$ cat src/rtl/boot_copier_pkg.sv
// Shared definitions for the boot image copier: FSM encoding, bus widths
// common with the flash/SRAM controllers, and default boot image placement.
package boot_copier_pkg;

  typedef enum logic [2:0] {
    IDLE     = 3'd0,
    FLASH_RD = 3'd1,
    RAM_WR   = 3'd2,
    DONE     = 3'd3,
    ERROR    = 3'd4
  } state_t;

  localparam int FLASH_AW_DEF = 22;
  localparam int RAM_AW_DEF   = 18;
  localparam int DW_DEF       = 16;
  localparam int LEN_W_DEF    = 16;

  localparam int          BOOT_SRC_DEF = 0;
  localparam int          BOOT_DST_DEF = 0;
  localparam logic [15:0] BOOT_LEN_DEF = 16'h021B;
  localparam int          TIMEOUT_DEF  = 1024;

  function automatic int cnt_width(input int n);
    return (n < 2) ? 1 : $clog2(n + 1);
  endfunction

endpackage

$ cat src/rtl/boot_copier_if.sv
// Flash read / SRAM write request-done bus between the copier and the two
// memory controllers.
interface boot_copier_if
  import boot_copier_pkg::*;
#(
  parameter int FLASH_AW = FLASH_AW_DEF,
  parameter int RAM_AW   = RAM_AW_DEF,
  parameter int DW       = DW_DEF
);
  logic                flash_req;
  logic [FLASH_AW:1]   flash_addr;
  logic                flash_done;
  logic [DW-1:0]       flash_data;
  logic                ram_req;
  logic [RAM_AW-1:0]   ram_addr;
  logic [DW-1:0]       ram_data;
  logic                ram_done;

  modport master (
    output flash_req, flash_addr, ram_req, ram_addr, ram_data,
    input  flash_done, flash_data, ram_done
  );

  modport slave (
    input  flash_req, flash_addr, ram_req, ram_addr, ram_data,
    output flash_done, flash_data, ram_done
  );
endinterface

$ cat src/rtl/boot_copier_timeout.sv
// Per-access wait watchdog: loaded on entry to a wait state, counts down
// while enabled, flags expiry in the last allowed cycle.
module boot_copier_timeout
  import boot_copier_pkg::*;
#(
  parameter int LOAD_VAL = TIMEOUT_DEF,
  parameter int W        = cnt_width(LOAD_VAL)
) (
  input  logic clk,
  input  logic rst,
  input  logic load,
  input  logic clr,
  input  logic en,
  output logic expired
);
  logic [W-1:0] cnt;

  always_ff @(posedge clk) begin
    if (!rst)                    cnt <= '0;
    else if (clr)                cnt <= '0;
    else if (load)               cnt <= W'(LOAD_VAL);
    else if (en && cnt != '0)    cnt <= cnt - 1'b1;
  end

  // LOAD_VAL of 0 disables the watchdog entirely.
  assign expired = (LOAD_VAL != 0) && en && (cnt == W'(1));
endmodule

$ cat src/rtl/boot_copier.sv
// Flash-to-RAM boot image copier: reads one word from flash, writes it to
// RAM, repeats for len words; tracks checksum and count, holds CPU via boot_done.
module boot_copier
  import boot_copier_pkg::*;
#(
  parameter int                FLASH_AW   = FLASH_AW_DEF,
  parameter int                RAM_AW     = RAM_AW_DEF,
  parameter int                DW         = DW_DEF,
  parameter int                LEN_W      = LEN_W_DEF,
  parameter bit                AUTO_START = 1'b1,
  parameter logic [FLASH_AW:1] DEF_SRC    = FLASH_AW'(BOOT_SRC_DEF),
  parameter logic [RAM_AW-1:0] DEF_DST    = RAM_AW'(BOOT_DST_DEF),
  parameter logic [LEN_W-1:0]  DEF_LEN    = LEN_W'(BOOT_LEN_DEF),
  parameter int                TIMEOUT    = TIMEOUT_DEF
) (
  input  logic                clk,
  input  logic                rst,
  input  logic                start,
  input  logic [FLASH_AW:1]   cfg_src,
  input  logic [RAM_AW-1:0]   cfg_dst,
  input  logic [LEN_W-1:0]    cfg_len,
  boot_copier_if.master       bus,
  output logic                busy,
  output logic                boot_done,
  output logic                error,
  output logic [DW-1:0]       checksum,
  output logic [LEN_W-1:0]    words_copied
);
  state_t              state, state_nxt;
  logic                auto_pend, auto_nxt;
  logic [FLASH_AW:1]   src, src_nxt, faddr, faddr_nxt;
  logic [RAM_AW-1:0]   dst, dst_nxt, raddr, raddr_nxt;
  logic [LEN_W-1:0]    len, len_nxt, wc_nxt, wc_inc;
  logic [DW-1:0]       rdata, rdata_nxt, csum_nxt;
  logic                freq, freq_nxt, rreq, rreq_nxt;
  logic                busy_nxt, bdone_nxt, err_nxt;
  logic                start_eff, tmo_expired, tmo_load, tmo_clr, tmo_en;
  logic [FLASH_AW:1]   sel_src;
  logic [RAM_AW-1:0]   sel_dst;
  logic [LEN_W-1:0]    sel_len;

  // The auto-start request masquerades as a start pulse with DEF_* config.
  assign start_eff = start | auto_pend;
  assign sel_src   = auto_pend ? DEF_SRC : cfg_src;
  assign sel_dst   = auto_pend ? DEF_DST : cfg_dst;
  assign sel_len   = auto_pend ? DEF_LEN : cfg_len;
  assign wc_inc    = words_copied + 1'b1;

  always_comb begin
    state_nxt = state;
    auto_nxt  = 1'b0;
    src_nxt   = src;
    dst_nxt   = dst;
    len_nxt   = len;
    faddr_nxt = faddr;
    raddr_nxt = raddr;
    rdata_nxt = rdata;
    freq_nxt  = freq;
    rreq_nxt  = rreq;
    busy_nxt  = busy;
    bdone_nxt = boot_done;
    err_nxt   = error;
    csum_nxt  = checksum;
    wc_nxt    = words_copied;
    unique case (state)
      IDLE, DONE, ERROR: begin
        if (start_eff) begin
          src_nxt   = sel_src;
          dst_nxt   = sel_dst;
          len_nxt   = sel_len;
          csum_nxt  = '0;
          wc_nxt    = '0;
          err_nxt   = 1'b0;
          if (sel_len == '0) begin
            state_nxt = DONE;
            bdone_nxt = 1'b1;
            busy_nxt  = 1'b0;
          end else begin
            state_nxt = FLASH_RD;
            bdone_nxt = 1'b0;
            busy_nxt  = 1'b1;
            freq_nxt  = 1'b1;
            faddr_nxt = sel_src;
          end
        end
      end
      FLASH_RD: begin
        if (bus.flash_done) begin
          state_nxt = RAM_WR;
          rdata_nxt = bus.flash_data;
          freq_nxt  = 1'b0;
          rreq_nxt  = 1'b1;
          raddr_nxt = dst + RAM_AW'(words_copied);
        end else if (tmo_expired) begin
          state_nxt = ERROR;
          freq_nxt  = 1'b0;
          busy_nxt  = 1'b0;
          err_nxt   = 1'b1;
        end
      end
      RAM_WR: begin
        if (bus.ram_done) begin
          rreq_nxt = 1'b0;
          wc_nxt   = wc_inc;
          csum_nxt = checksum + rdata;
          if (wc_inc == len) begin
            state_nxt = DONE;
            busy_nxt  = 1'b0;
            bdone_nxt = 1'b1;
          end else begin
            state_nxt = FLASH_RD;
            freq_nxt  = 1'b1;
            faddr_nxt = src + FLASH_AW'(wc_inc);
          end
        end else if (tmo_expired) begin
          state_nxt = ERROR;
          rreq_nxt  = 1'b0;
          busy_nxt  = 1'b0;
          err_nxt   = 1'b1;
        end
      end
      default: state_nxt = IDLE;
    endcase
  end

  always_ff @(posedge clk) begin
    if (!rst) begin
      state        <= IDLE;
      auto_pend    <= AUTO_START;
      src          <= '0;
      dst          <= '0;
      len          <= '0;
      faddr        <= '0;
      raddr        <= '0;
      rdata        <= '0;
      freq         <= 1'b0;
      rreq         <= 1'b0;
      busy         <= 1'b0;
      boot_done    <= 1'b0;
      error        <= 1'b0;
      checksum     <= '0;
      words_copied <= '0;
    end else begin
      state        <= state_nxt;
      auto_pend    <= auto_nxt;
      src          <= src_nxt;
      dst          <= dst_nxt;
      len          <= len_nxt;
      faddr        <= faddr_nxt;
      raddr        <= raddr_nxt;
      rdata        <= rdata_nxt;
      freq         <= freq_nxt;
      rreq         <= rreq_nxt;
      busy         <= busy_nxt;
      boot_done    <= bdone_nxt;
      error        <= err_nxt;
      checksum     <= csum_nxt;
      words_copied <= wc_nxt;
    end
  end

  assign bus.flash_req  = freq;
  assign bus.flash_addr = faddr;
  assign bus.ram_req    = rreq;
  assign bus.ram_addr   = raddr;
  assign bus.ram_data   = rdata;

  // Watchdog reloads on every entry into a wait state, including RAM_WR -> FLASH_RD.
  assign tmo_en   = (state == FLASH_RD) || (state == RAM_WR);
  assign tmo_clr  = !((state_nxt == FLASH_RD) || (state_nxt == RAM_WR));
  assign tmo_load = !tmo_clr && (state_nxt != state);

  boot_copier_timeout #(.LOAD_VAL(TIMEOUT)) u_timeout (
    .clk     (clk),
    .rst     (rst),
    .load    (tmo_load),
    .clr     (tmo_clr),
    .en      (tmo_en),
    .expired (tmo_expired)
  );
endmodule

$ cat src/flat_wrapper.sv
// flat-port wrapper written by rule: the top's interface ports become plain ports
module boot_copier_flat import boot_copier_pkg::*;
#(
  parameter int                FLASH_AW   = FLASH_AW_DEF,
  parameter int                RAM_AW     = RAM_AW_DEF,
  parameter int                DW         = DW_DEF,
  parameter int                LEN_W      = LEN_W_DEF,
  parameter bit                AUTO_START = 1'b1,
  parameter logic [FLASH_AW:1] DEF_SRC    = FLASH_AW'(BOOT_SRC_DEF),
  parameter logic [RAM_AW-1:0] DEF_DST    = RAM_AW'(BOOT_DST_DEF),
  parameter logic [LEN_W-1:0]  DEF_LEN    = LEN_W'(BOOT_LEN_DEF),
  parameter int                TIMEOUT    = TIMEOUT_DEF
)
  (clk, rst, start, cfg_src, cfg_dst, cfg_len, busy, boot_done, error, checksum, words_copied, bus_flash_req, bus_flash_addr, bus_ram_req, bus_ram_addr, bus_ram_data, bus_flash_done, bus_flash_data, bus_ram_done);
  boot_copier_if #(.FLASH_AW(FLASH_AW), .RAM_AW(RAM_AW), .DW(DW)) bus_i ();
  input  logic clk;
  input  logic rst;
  input  logic start;
  input  logic [FLASH_AW:1] cfg_src;
  input  logic [RAM_AW-1:0] cfg_dst;
  input  logic [LEN_W-1:0] cfg_len;
  output logic busy;
  output logic boot_done;
  output logic error;
  output logic [DW-1:0] checksum;
  output logic [LEN_W-1:0] words_copied;
  output wire logic [$bits(bus_i.flash_req)-1:0] bus_flash_req;
  output wire logic [$bits(bus_i.flash_addr)-1:0] bus_flash_addr;
  output wire logic [$bits(bus_i.ram_req)-1:0] bus_ram_req;
  output wire logic [$bits(bus_i.ram_addr)-1:0] bus_ram_addr;
  output wire logic [$bits(bus_i.ram_data)-1:0] bus_ram_data;
  input wire logic [$bits(bus_i.flash_done)-1:0] bus_flash_done;
  input wire logic [$bits(bus_i.flash_data)-1:0] bus_flash_data;
  input wire logic [$bits(bus_i.ram_done)-1:0] bus_ram_done;
  assign bus_flash_req = bus_i.flash_req;
  assign bus_flash_addr = bus_i.flash_addr;
  assign bus_ram_req = bus_i.ram_req;
  assign bus_ram_addr = bus_i.ram_addr;
  assign bus_ram_data = bus_i.ram_data;
  assign bus_i.flash_done = bus_flash_done;
  assign bus_i.flash_data = bus_flash_data;
  assign bus_i.ram_done = bus_ram_done;
  boot_copier #(.FLASH_AW(FLASH_AW), .RAM_AW(RAM_AW), .DW(DW), .LEN_W(LEN_W), .AUTO_START(AUTO_START), .DEF_SRC(DEF_SRC), .DEF_DST(DEF_DST), .DEF_LEN(DEF_LEN), .TIMEOUT(TIMEOUT)) u_core (.clk(clk), .rst(rst), .start(start), .cfg_src(cfg_src), .cfg_dst(cfg_dst), .cfg_len(cfg_len), .bus(bus_i), .busy(busy), .boot_done(boot_done), .error(error), .checksum(checksum), .words_copied(words_copied));
endmodule
$ cat config.mk
export PLATFORM = sky130hd
export DESIGN_NAME = boot_copier_flat
export DESIGN_NICKNAME = d
export VERILOG_FILES = /design/src/rtl/boot_copier_pkg.sv /design/src/rtl/boot_copier_if.sv /design/src/rtl/boot_copier_timeout.sv /design/src/rtl/boot_copier.sv /design/src/flat_wrapper.sv
export SDC_FILE = /design/constraint.sdc
export NUM_CORES = 1
export LEC_CHECK = 0
export CAP_MARGIN = 0
export CORE_MARGIN = 2
export CORE_UTILIZATION = 54
export CTS_CLUSTER_SIZE = 16
export DETAILED_ROUTE_END_ITERATION = 7
export PLACE_DENSITY = 0.9
export SLEW_MARGIN = 5
export SYNTH_ARGS = -nofsm -noshare
export SYNTH_HDL_FRONTEND = slang
export SYNTH_SLANG_ARGS = --single-unit
export TNS_END_PERCENT = 100
$ cat constraint.sdc
create_clock -name clk -period 4.2 [get_ports clk]
set_clock_uncertainty 0.2 [all_clocks]
set_input_delay 0.42 -clock clk [delete_from_list [all_inputs] [get_ports clk]]
set_output_delay 0.42 -clock clk [all_outputs]
set_load 0.03 [all_outputs]
==> results.yml, run 1 <==
outcome:
  outcome: "completed"
synth:
  netlist.area_leader.share_pct: 33.9
  netlist_top_cells_area: "dfxtp_1, nand2_1, a21oi_1"
  synth_seq_area_share_pct: 33.9
  yosysUniqueCellTypes: 82
  synth_common_cells: "nand2_1, dfxtp_1, a21oi_1"
  syn_nets: 1354
  synth-seq-cells: 164
  synth_top_area_cell: "dfxtp_1"
  async_reset_ff_share_pct: 0
  synth.cell_area_sq_um: 9680
  synth_edf_count: 0
  synthCells: 1223
  post_synth.cell_area_avg_sq_um: 7.91
  synthFlopType: "dfxtp_1"
  synth_most_common_cell: "nand2_1"
  yosys_warnings: 0
routing:
  drcViolationCount: 0
  drtPass1Iterations: 5
  vias: 9593
  final_antenna_net_count: 0
  drtIter0Drc: 767
  post_drt_wl_per_cell_um: 17.5
  routed_wl_mm: 27.9
  vias_per_cell: 6.01
critical_path:
  r2r_start: "u_core.words_copied[3]$_SDFFE_PN0P_"
  crit_arrival_ns: 4.11
  worst-path-max-fanout: 12
  crit_type: "register to register"
  required_ns: 4.35
  reg2reg_slack_ns: 0.25
  crit_top_cell: "a21o_1"
  crit_slowest_cell: "dfxtp_1"
  r2r_end: "u_core.bus.flash_addr[22]$_SDFFE_PN0P_"
  r2r_cells: 14
  critPathLaunchType: "register"
  end_kind: "register"
  slowest_delay_ns: 0.59
  path_cells: "nand3_1 -> buf_4 -> nor4_4 -> xor2_1 -> ha_1 -> a21o_1 -> a21o_1 -> a21o_1 -> o21ai_0 -> a21oi_1 -> o2111ai_1 -> xor2_1 -> a211o_1 -> a21oi_1"
cells_and_area:
  post-route-util_pct: 69.4
  final_area_sq_um: 12100
  n_fill_cell: 1355
  area_delta_synth_final_pct: 25.0
  nets: 1489
  antenna_cells: 0
  drive_gt1_share_pct: 7.29
hold_path:
  hp-start: "u_core.bus.ram_addr[8]$_SDFFE_PN0P_"
  min_path_cells: 2
  holdPathEnd: "u_core.bus.ram_addr[8]$_SDFFE_PN0P_"
  min_path_type: "register to register"
power_and_ir_drop:
  p_per_area_nw_per_um2: 352
  irDropWorstVdd_v: 0.000296
  p_sw_share_pct: 31.2
  clock_power_share_pct: 36.9
  power_frac_comb_pct: 22.4
  p_switching_mw: 1.33
  p_int_mw: 2.93
  p_total_mw: 4.26
  p_seq_share_pct: 40.7
  p_leak_nw: 4.75
clock_network:
  ctsHoldBuffers: 0
  path_clk_slew_ns: 0.07
  clock_latency_ns: 0.43
  root_buffer: "clkbuf_16"
  post_cts.repair.setup_buffers: 0
  cts_resized: 0
  htree_levels: 4
  numCtsBuffers: 17
  clock_path_buffers: 2
  clock-sinks: 164
  cts_tree: "yes"
place:
  dp_hpwl_mm: 19.5
  routabilityCongestion: 0.938
  port_buffers: 169
  postPlaceCellArea_sq_um: 11500
grt:
  grt_first_pass_wirelength_mm: 44.5
  grt_max_degree: 78
  globalRouteOverflowTotal: 0
  gr-usage-all-layers_pct: 29.5
  antenna_found_initial: 0
  grt_pass1_vias: 9273
sta:
  rsz0062_at_grt: "no"
  max_slew.worst_pin.slew_ns: 0.808
  final-setup-viol-count: 0
  period_needed_ns: 3.95
  fin_crit_sh_pct: 94.1
  report.final.slew_viol_count: 0
  fmax_mhz: 253
  final_hold_viol_count: 0
  setup_tns_ns: 0
  relSlewSlack_pct: 46.2
floorplanning:
  start_util_pct: 55.6
  die_area_sq_um: 19000
  rows: 48
  ios: 170
  core_area_sq_um: 17400
  die_h_um: 138
  dieWidth_um: 138
flow_run:
  cap_violations: 0
-- cell usage in the layout, fill, tap and decap left out, types with 9 or more instances in the layout --
cell	n
nand2_1	200
clkdlybuf4s50_1	169
dfxtp_1	164
a21oi_1	134
nor2_1	116
nand3_1	79
ha_1	51
xnor2_1	47
nor3_1	30
o21ai_0	30
xor2_1	26
buf_4	24
nor2b_1	18
inv_1	17
a22oi_1	17
clkbuf_16	17
a21o_1	16
a311oi_2	13
and3_1	12
or3_1	12
nand2b_1	10
a211oi_1	10
o21a_1	9
-- cells by family (layout without fill, tap and decap cells) --
group	Yosys count	after routing	share of synthesized area (%)
AND/OR/NAND/NOR	528	528	25.6
XOR/XNOR	75	75	7.07
buffers and inverters	95	243	4.29
flip-flops	164	164	33.9
adder cells (fa/ha/maj)	55	55	7.32
AO/OA/AOI/OAI	305	305	21.7
multiplexers	1	1	0.142
-- per-layer routing --
layer	global-route usage, %	vias to the layer above	share of wire (%)	wire (um)
met2	51.3	398	49	13800
met4	13.3	0	3.5	962
met5	0	-	0	0
li1	-	4600	-	-
met1	35.6	4523	40	11200
met3	5.12	72	7.0	1940
-- stage by stage --
step | worst slack (ns) | hold WS (ns) | instances
floorplan | 0.291 | 0.232 | 1223
finish | 0.248 | 0.253 | 1596
global placement | 0.319 | 0.241 | 1564
detailed placement | 0.250 | 0.248 | 1564
CTS | 0.195 | 0.258 | 1596
global route | 0.0286 | 0.275 | 1596
-- critical path, delay by kind of cell (launching register included) --
| kind | cells | cell delay [ns] |
|---|---|---|
| AOI/OAI and AO/OA | 8 | 1.58 |
| xor gates and xnor gates | 2 | 0.32 |
| adders and majority gates | 1 | 0.32 |
| buffers and inverters | 1 | 0.26 |
| DFF | 1 | 0.59 |
| and+or+nand+nor | 2 | 0.60 |
-- worst max path at each step --
| stage | start | endpoint | slack [ns] |
|---|---|---|---|
| after global routing | u_core.words_copied[5]$_SDFFE_PN0P_ | u_core.bus.flash_addr[22]$_SDFFE_PN0P_ | 0.03 |
| after CTS | u_core.words_copied[3]$_SDFFE_PN0P_ | u_core.bus.flash_addr[19]$_SDFFE_PN0P_ | 0.19 |
| after global placement | u_core.words_copied[5]$_SDFFE_PN0P_ | u_core.bus.flash_addr[19]$_SDFFE_PN0P_ | 0.32 |
| final | u_core.words_copied[3]$_SDFFE_PN0P_ | u_core.bus.flash_addr[22]$_SDFFE_PN0P_ | 0.25 |
| after floorplan | u_core.words_copied[0]$_SDFFE_PN0P_ | u_core.bus.flash_addr[14]$_SDFFE_PN0P_ | 0.29 |
| after detailed placement | u_core.words_copied[3]$_SDFFE_PN0P_ | u_core.bus.flash_addr[19]$_SDFFE_PN0P_ | 0.25 |
-- sequential cells by signal (all words and copies together), names as in the netlist, 3 cells and up --
signal / cells
u_core.bus.flash_addr: 22
u_core.checksum: 16
u_core.words_copied: 16
u_core.src: 22
u_core.dst: 18
u_core.state: 3
u_core.u_timeout.cnt: 11
u_core.bus.ram_data: 16
u_core.len: 16
u_core.bus.ram_addr: 18
-- power groups by stage --
| stage | logic (mW) | registers (mW) | clock network, mW |
|---|---|---|---|
| finish | 0.953 | 1.73 | 1.57 |
| global placement | 0.917 | 1.76 | 0 |
| detailed placement | 0.938 | 1.77 | 0 |
| global route | 1.04 | 1.74 | 1.65 |
| floorplan | 0.545 | 1.84 | 0 |
| CTS | 0.948 | 1.73 | 1.59 |
-- final cells by class --
cell class	instances	area, sq um	share of cell area, %
multi-input combinational	964	6000	49.6
sequential	164	3280	27.1
timing repair buffer	193	1870	15.5
clock buffer	18	439	3.63
tap	225	282	2.33
clock inverter	14	153	1.26
inverter	18	70.1	0.579
Power figures use the tool's default switching activity.
==> inputs of run 2 (changes only) <==
--- a/config.mk
+++ b/config.mk
@@ -6,6 +6,7 @@
 export NUM_CORES = 1
 export LEC_CHECK = 0
 export CAP_MARGIN = 0
+export CORE_ASPECT_RATIO = 1.75
 export CORE_MARGIN = 2
 export CORE_UTILIZATION = 54
 export CTS_CLUSTER_SIZE = 16
==> run 2 against run 1 <==
Effect of this change: core utilization down 0.42 points; wire length increased by 2.9%; die area grew 0.22%; first-iteration DRC count down 8.9%; clock-buffer cell count up 1; clock power about the same; final area is essentially flat; sequential cell count unchanged; combinational power is 0.8% higher; critical path depth decreased by 1; sequential power about the same; hold slack better by 0.0023 ns; highest routed layer unchanged.
==> results.yml, run 2 (synthesized netlist as in run 1, its figures left out) <==
grt:
  gr-usage-all-layers_pct: 29.6
  globalRouteOverflowTotal: 0
  grt_first_pass_wirelength_mm: 46.3
  grt_util_met3_pct: 5.09
  use_met1_pct: 32.9
  grt_pass1_vias: 9755
  busiest_layer: "met2"
  grt_max_degree: 96
  antenna_found_initial: 0
  grt.met2_usage_pct: 53.1
critical_path:
  crit_arrival_ns: 4.09
  slowest_delay_ns: 0.60
  crit_slowest_cell: "dfxtp_1"
  crit_top_cell: "a21o_1"
  crit_type: "register to register"
  required_ns: 4.34
  worst-path-max-fanout: 12
  critPathLaunchType: "register"
  end_kind: "register"
  reg2reg_slack_ns: 0.26
  path_cells: "nand3_1 -> nor4_4 -> xor2_1 -> ha_1 -> a21o_1 -> a21o_1 -> a21o_1 -> o21ai_0 -> a21oi_1 -> o2111ai_1 -> xor2_1 -> a211o_1 -> a21oi_1"
clock_network:
  cts_tree: "yes"
  ctsHoldBuffers: 0
  htree_levels: 4
  clock-sinks: 164
  clock_latency_ns: 0.43
  path_clk_slew_ns: 0.07
  clock_path_buffers: 2
  root_buffer: "clkbuf_16"
  post_cts.repair.setup_buffers: 0
  cts_resized: 0
  numCtsBuffers: 17
routing:
  routed_wl_mm: 28.7
  final_antenna_net_count: 0
  drtIter0Drc: 699
  post_drt_wl_per_cell_um: 17.9
  vias: 9651
  drtPass1Iterations: 5
  vias_per_cell: 6.02
  drcViolationCount: 0
floorplanning:
  dieWidth_um: 105
  core_area_sq_um: 17500
  rows: 64
  ios: 170
  start_util_pct: 55.2
  die_h_um: 181
  die_area_sq_um: 19000
power_and_ir_drop:
  p_leak_nw: 4.76
  p_per_area_nw_per_um2: 354
  irDropWorstVdd_v: 0.000239
sta:
  final_hold_viol_count: 0
  rsz0062_at_grt: "no"
  setup_tns_ns: 0
  report.final.slew_viol_count: 0
  final-setup-viol-count: 0
  max_slew.worst_pin.slew_ns: 1.08
  fmax_mhz: 254
  period_needed_ns: 3.94
  relSlewSlack_pct: 27.7
  fin_crit_sh_pct: 93.9
flow_run:
  cap_violations: 0
hold_path:
  min_path_type: "register to register"
cells_and_area:
  drive_gt1_share_pct: 7.22
  seqCellArea_sq_um: 3280
  final_area_sq_um: 12100
  layout_commonest_cell: "nand2_1"
  area_delta_synth_final_pct: 25.1
  n_fill_cell: 1358
  final_cell_mix: "nand2_1, clkdlybuf4s50_1, dfxtp_1, a21oi_1, nor2_1"
  multiInputGateArea_sq_um: 5990
  post-route-util_pct: 69.0
  nets: 1489
  antenna_cells: 0
outcome:
  outcome: "completed"
place:
  routabilityCongestion: 0.952
  postPlaceCellArea_sq_um: 11500
  dp_hpwl_mm: 20.3
  port_buffers: 169
-- run 2: final timing paths --
| kind | startpoint | end | depth (start not counted) |
|---|---|---|---|
| max | u_core.words_copied[2]$_SDFFE_PN0P_ | u_core.bus.flash_addr[22]$_SDFFE_PN0P_ | 13 |
| min | u_core.bus.ram_addr[13]$_SDFFE_PN0P_ | u_core.bus.ram_addr[13]$_SDFFE_PN0P_ | 2 |
| max reg2reg | u_core.words_copied[2]$_SDFFE_PN0P_ | u_core.bus.flash_addr[22]$_SDFFE_PN0P_ | 13 |
| min reg2reg | u_core.bus.ram_addr[13]$_SDFFE_PN0P_ | u_core.bus.ram_addr[13]$_SDFFE_PN0P_ | 2 |
-- run 2: through the flow --
stage	std cells	hold slack, ns	total power [mW]	worst slack (ns)
after floorplan	1223	0.232	2.39	0.291
after global placement	1570	0.240	2.68	0.549
after detailed placement	1570	0.248	2.71	0.437
after CTS	1602	0.257	4.29	0.347
after global routing	1602	0.280	4.45	0.0210
final	1602	0.255	4.29	0.258
-- run 2: power by group --
part           switching, mW  leakage (nW)  internal, mW
sequential            0.0822          1.34          1.65
combinational          0.583          3.13         0.378
clock                  0.677         0.290         0.915
-- run 2: routing by layer --
metal  share of wire (%)  routed length [um]  up-vias
li1                    -                   -     4586
met1                  38               11000     4553
met2                  51               14600      421
met3                 6.5                1880       91
met4                 4.2                1200        0
met5                   0                   0        -
-- run 2: final cells by class --
cell class,instances,area share [%]
clock buffers,19,3.74
flip-flops and latches,164,27.1
multi-input cells,964,49.5
repair buffers,193,15.5
clock inverters,13,1.21
inverters,18,0.579
well taps,231,2.39
-- run 2: critical path: cells and delay by family (launching register included) --
family | cells | cell delay [ns]
flops | 1 | 0.60
simple gates | 2 | 0.82
xor+xnor | 2 | 0.31
compound gates | 8 | 1.55
fa+ha+maj | 1 | 0.38
==> inputs of run 3 (changes only) <==
--- a/config.mk
+++ b/config.mk
@@ -6,12 +6,13 @@
 export NUM_CORES = 1
 export LEC_CHECK = 0
 export CAP_MARGIN = 0
-export CORE_ASPECT_RATIO = 1.75
+export CORE_ASPECT_RATIO = 0.9
 export CORE_MARGIN = 2
 export CORE_UTILIZATION = 54
 export CTS_CLUSTER_SIZE = 16
 export DETAILED_ROUTE_END_ITERATION = 7
 export PLACE_DENSITY = 0.9
+export SKIP_CTS_REPAIR_TIMING = 1
 export SLEW_MARGIN = 5
 export SYNTH_ARGS = -nofsm -noshare
 export SYNTH_HDL_FRONTEND = slang
==> run 3 against run 2 <==
Effect of this change: die area down 0.21%; register-to-register slack improved by 0.06 ns; highest routed layer unchanged; sequential cell count did not move; worst setup slack improved by 0.059 ns; global-route usage is 1.3 points lower; wire length decreased by 2.6%; final cell count grew 0.44%; final area rose by 0.19%; sequential power is essentially flat; hold slack improved by 0.00057 ns; via count is 1.1% lower; maximum frequency is 1.5% higher.
==> results.yml, run 3 (synthesized netlist as in run 1, its figures left out) <==
outcome:
  outcome: "completed"
cells_and_area:
  nets: 1488
  multiInputGateArea_sq_um: 6000
  layout_commonest_cell: "nand2_1"
  drive_gt1_share_pct: 7.23
  final_area_sq_um: 12100
  final_cell_mix: "nand2_1, clkdlybuf4s50_1, dfxtp_1, a21oi_1, nor2_1"
  antenna_cells: 0
  n_fill_cell: 1408
  area_delta_synth_final_pct: 25.3
  post-route-util_pct: 68.9
  seqCellArea_sq_um: 3280
clock_network:
  root_buffer: "clkbuf_16"
  clock-sinks: 164
  cts_tree: "yes"
  htree_levels: 4
  clock_path_buffers: 2
  numCtsBuffers: 17
  path_clk_slew_ns: 0.06
  clock_latency_ns: 0.44
sta:
  fmax_mhz: 258
  rsz0062_at_grt: "no"
  relSlewSlack_pct: 17.5
  max_slew.worst_pin.slew_ns: 1.24
  whs_ns: 0.256
  final_hold_viol_count: 0
  report.final.slew_viol_count: 0
  final-setup-viol-count: 0
  setup_tns_ns: 0
  fin_ws_ns: 0.317
  period_needed_ns: 3.88
  fin_crit_sh_pct: 92.5
hold_path:
  min_path_type: "register to register"
  min_path_cells: 2
  hp-start: "u_core.bus.ram_addr[8]$_SDFFE_PN0P_"
power_and_ir_drop:
  irDropWorstVdd_v: 0.000279
  p_switching_mw: 1.32
  p_per_area_nw_per_um2: 356
  p_int_mw: 3.00
  p_sw_share_pct: 30.5
  p_seq_share_pct: 40.2
  clock_power_share_pct: 37.8
  power_frac_comb_pct: 22.0
  p_leak_nw: 4.76
floorplanning:
  die_h_um: 131
  die_area_sq_um: 19000
  core_area_sq_um: 17600
  dieWidth_um: 145
  rows: 46
  ios: 170
  start_util_pct: 54.9
routing:
  drtPass1Iterations: 6
  final_antenna_net_count: 0
  post_drt_wl_per_cell_um: 17.4
  routed_wl_mm: 27.9
  drtIter0Drc: 886
  vias_per_cell: 5.93
  drcViolationCount: 0
  vias: 9542
critical_path:
  worst-path-max-fanout: 7
  slowest_delay_ns: 0.36
  required_ns: 4.35
  r2r_start: "u_core.words_copied[0]$_SDFFE_PN0P_"
  crit_slowest_cell: "a211oi_2"
  r2r_cells: 14
  path_cells: "ha_1 -> and3_1 -> nand3_1 -> xnor2_1 -> ha_1 -> a21o_1 -> a21oi_1 -> o21ai_0 -> a211oi_2 -> o21ai_0 -> nand3_1 -> xnor2_1 -> a21oi_1 -> a211oi_2"
  startpoint: "u_core.words_copied[0]$_SDFFE_PN0P_"
  crit_type: "register to register"
  crit_arrival_ns: 4.03
  critPathLaunchType: "register"
  end_kind: "register"
grt:
  globalRouteOverflowTotal: 0
  grt_pass1_vias: 8951
  gr-usage-all-layers_pct: 28.4
  grt_max_degree: 59
  antenna_found_initial: 0
  grt_first_pass_wirelength_mm: 43.7
place:
  routabilityCongestion: 0.900
  pre_cts_ws_ns: 0.263
  dp_hpwl_mm: 19.7
  postPlaceCellArea_sq_um: 11500
  port_buffers: 169
flow_run:
  cap_violations: 0
run 3: power groups by stage:
stage | logic [mW] | clock network [mW] | registers [mW]
finish | 0.948 | 1.63 | 1.74
global route | 1.02 | 1.69 | 1.75
CTS | 0.942 | 1.63 | 1.73
detailed placement | 0.932 | 0 | 1.77
global placement | 0.912 | 0 | 1.77
floorplan | 0.545 | 0 | 1.84
run 3: critical path, delay by kind of cell (launching register included):
kind / cells / cell delay (ns)
fa+ha+maj: 2 / 0.63
simple gates: 3 / 0.66
xor+xnor: 2 / 0.39
flops: 1 / 0.33
compound gates: 7 / 1.57
run 3: layout make-up:
| type | count | share of cell area, % |
|---|---|---|
| Inverter | 18 | 0.578 |
| Multi-Input combinational cell | 964 | 49.5 |
| Clock buffer | 20 | 3.77 |
| Tap cell | 240 | 2.48 |
| Sequential cell | 164 | 27.1 |
| Timing Repair Buffer | 192 | 15.4 |
| Clock inverter | 11 | 1.24 |
run 3: worst paths after layout:
path | endpoint | slack (ns)
hold reg to reg | u_core.bus.ram_addr[8]$_SDFFE_PN0P_ | 0.26
setup reg to reg | u_core.bus.flash_addr[21]$_SDFFE_PN0P_ | 0.32
hold / removal | u_core.bus.ram_addr[8]$_SDFFE_PN0P_ | 0.26
setup / recovery | u_core.bus.flash_addr[21]$_SDFFE_PN0P_ | 0.32
run 3: metrics by stage:
stage	instances	total power, mW
floorplan	1223	2.39
global placement	1578	2.68
detailed placement	1578	2.70
CTS	1609	4.30
global route	1609	4.46
finish	1609	4.32
run 3: layer usage:
metal	vias to the layer above	routed length (um)	global-route usage [%]
li1	4606	-	-
met4	0	928	11.9
met3	77	1890	6.46
met1	4499	11700	33.8
met5	-	0	0
met2	360	13500	50.2
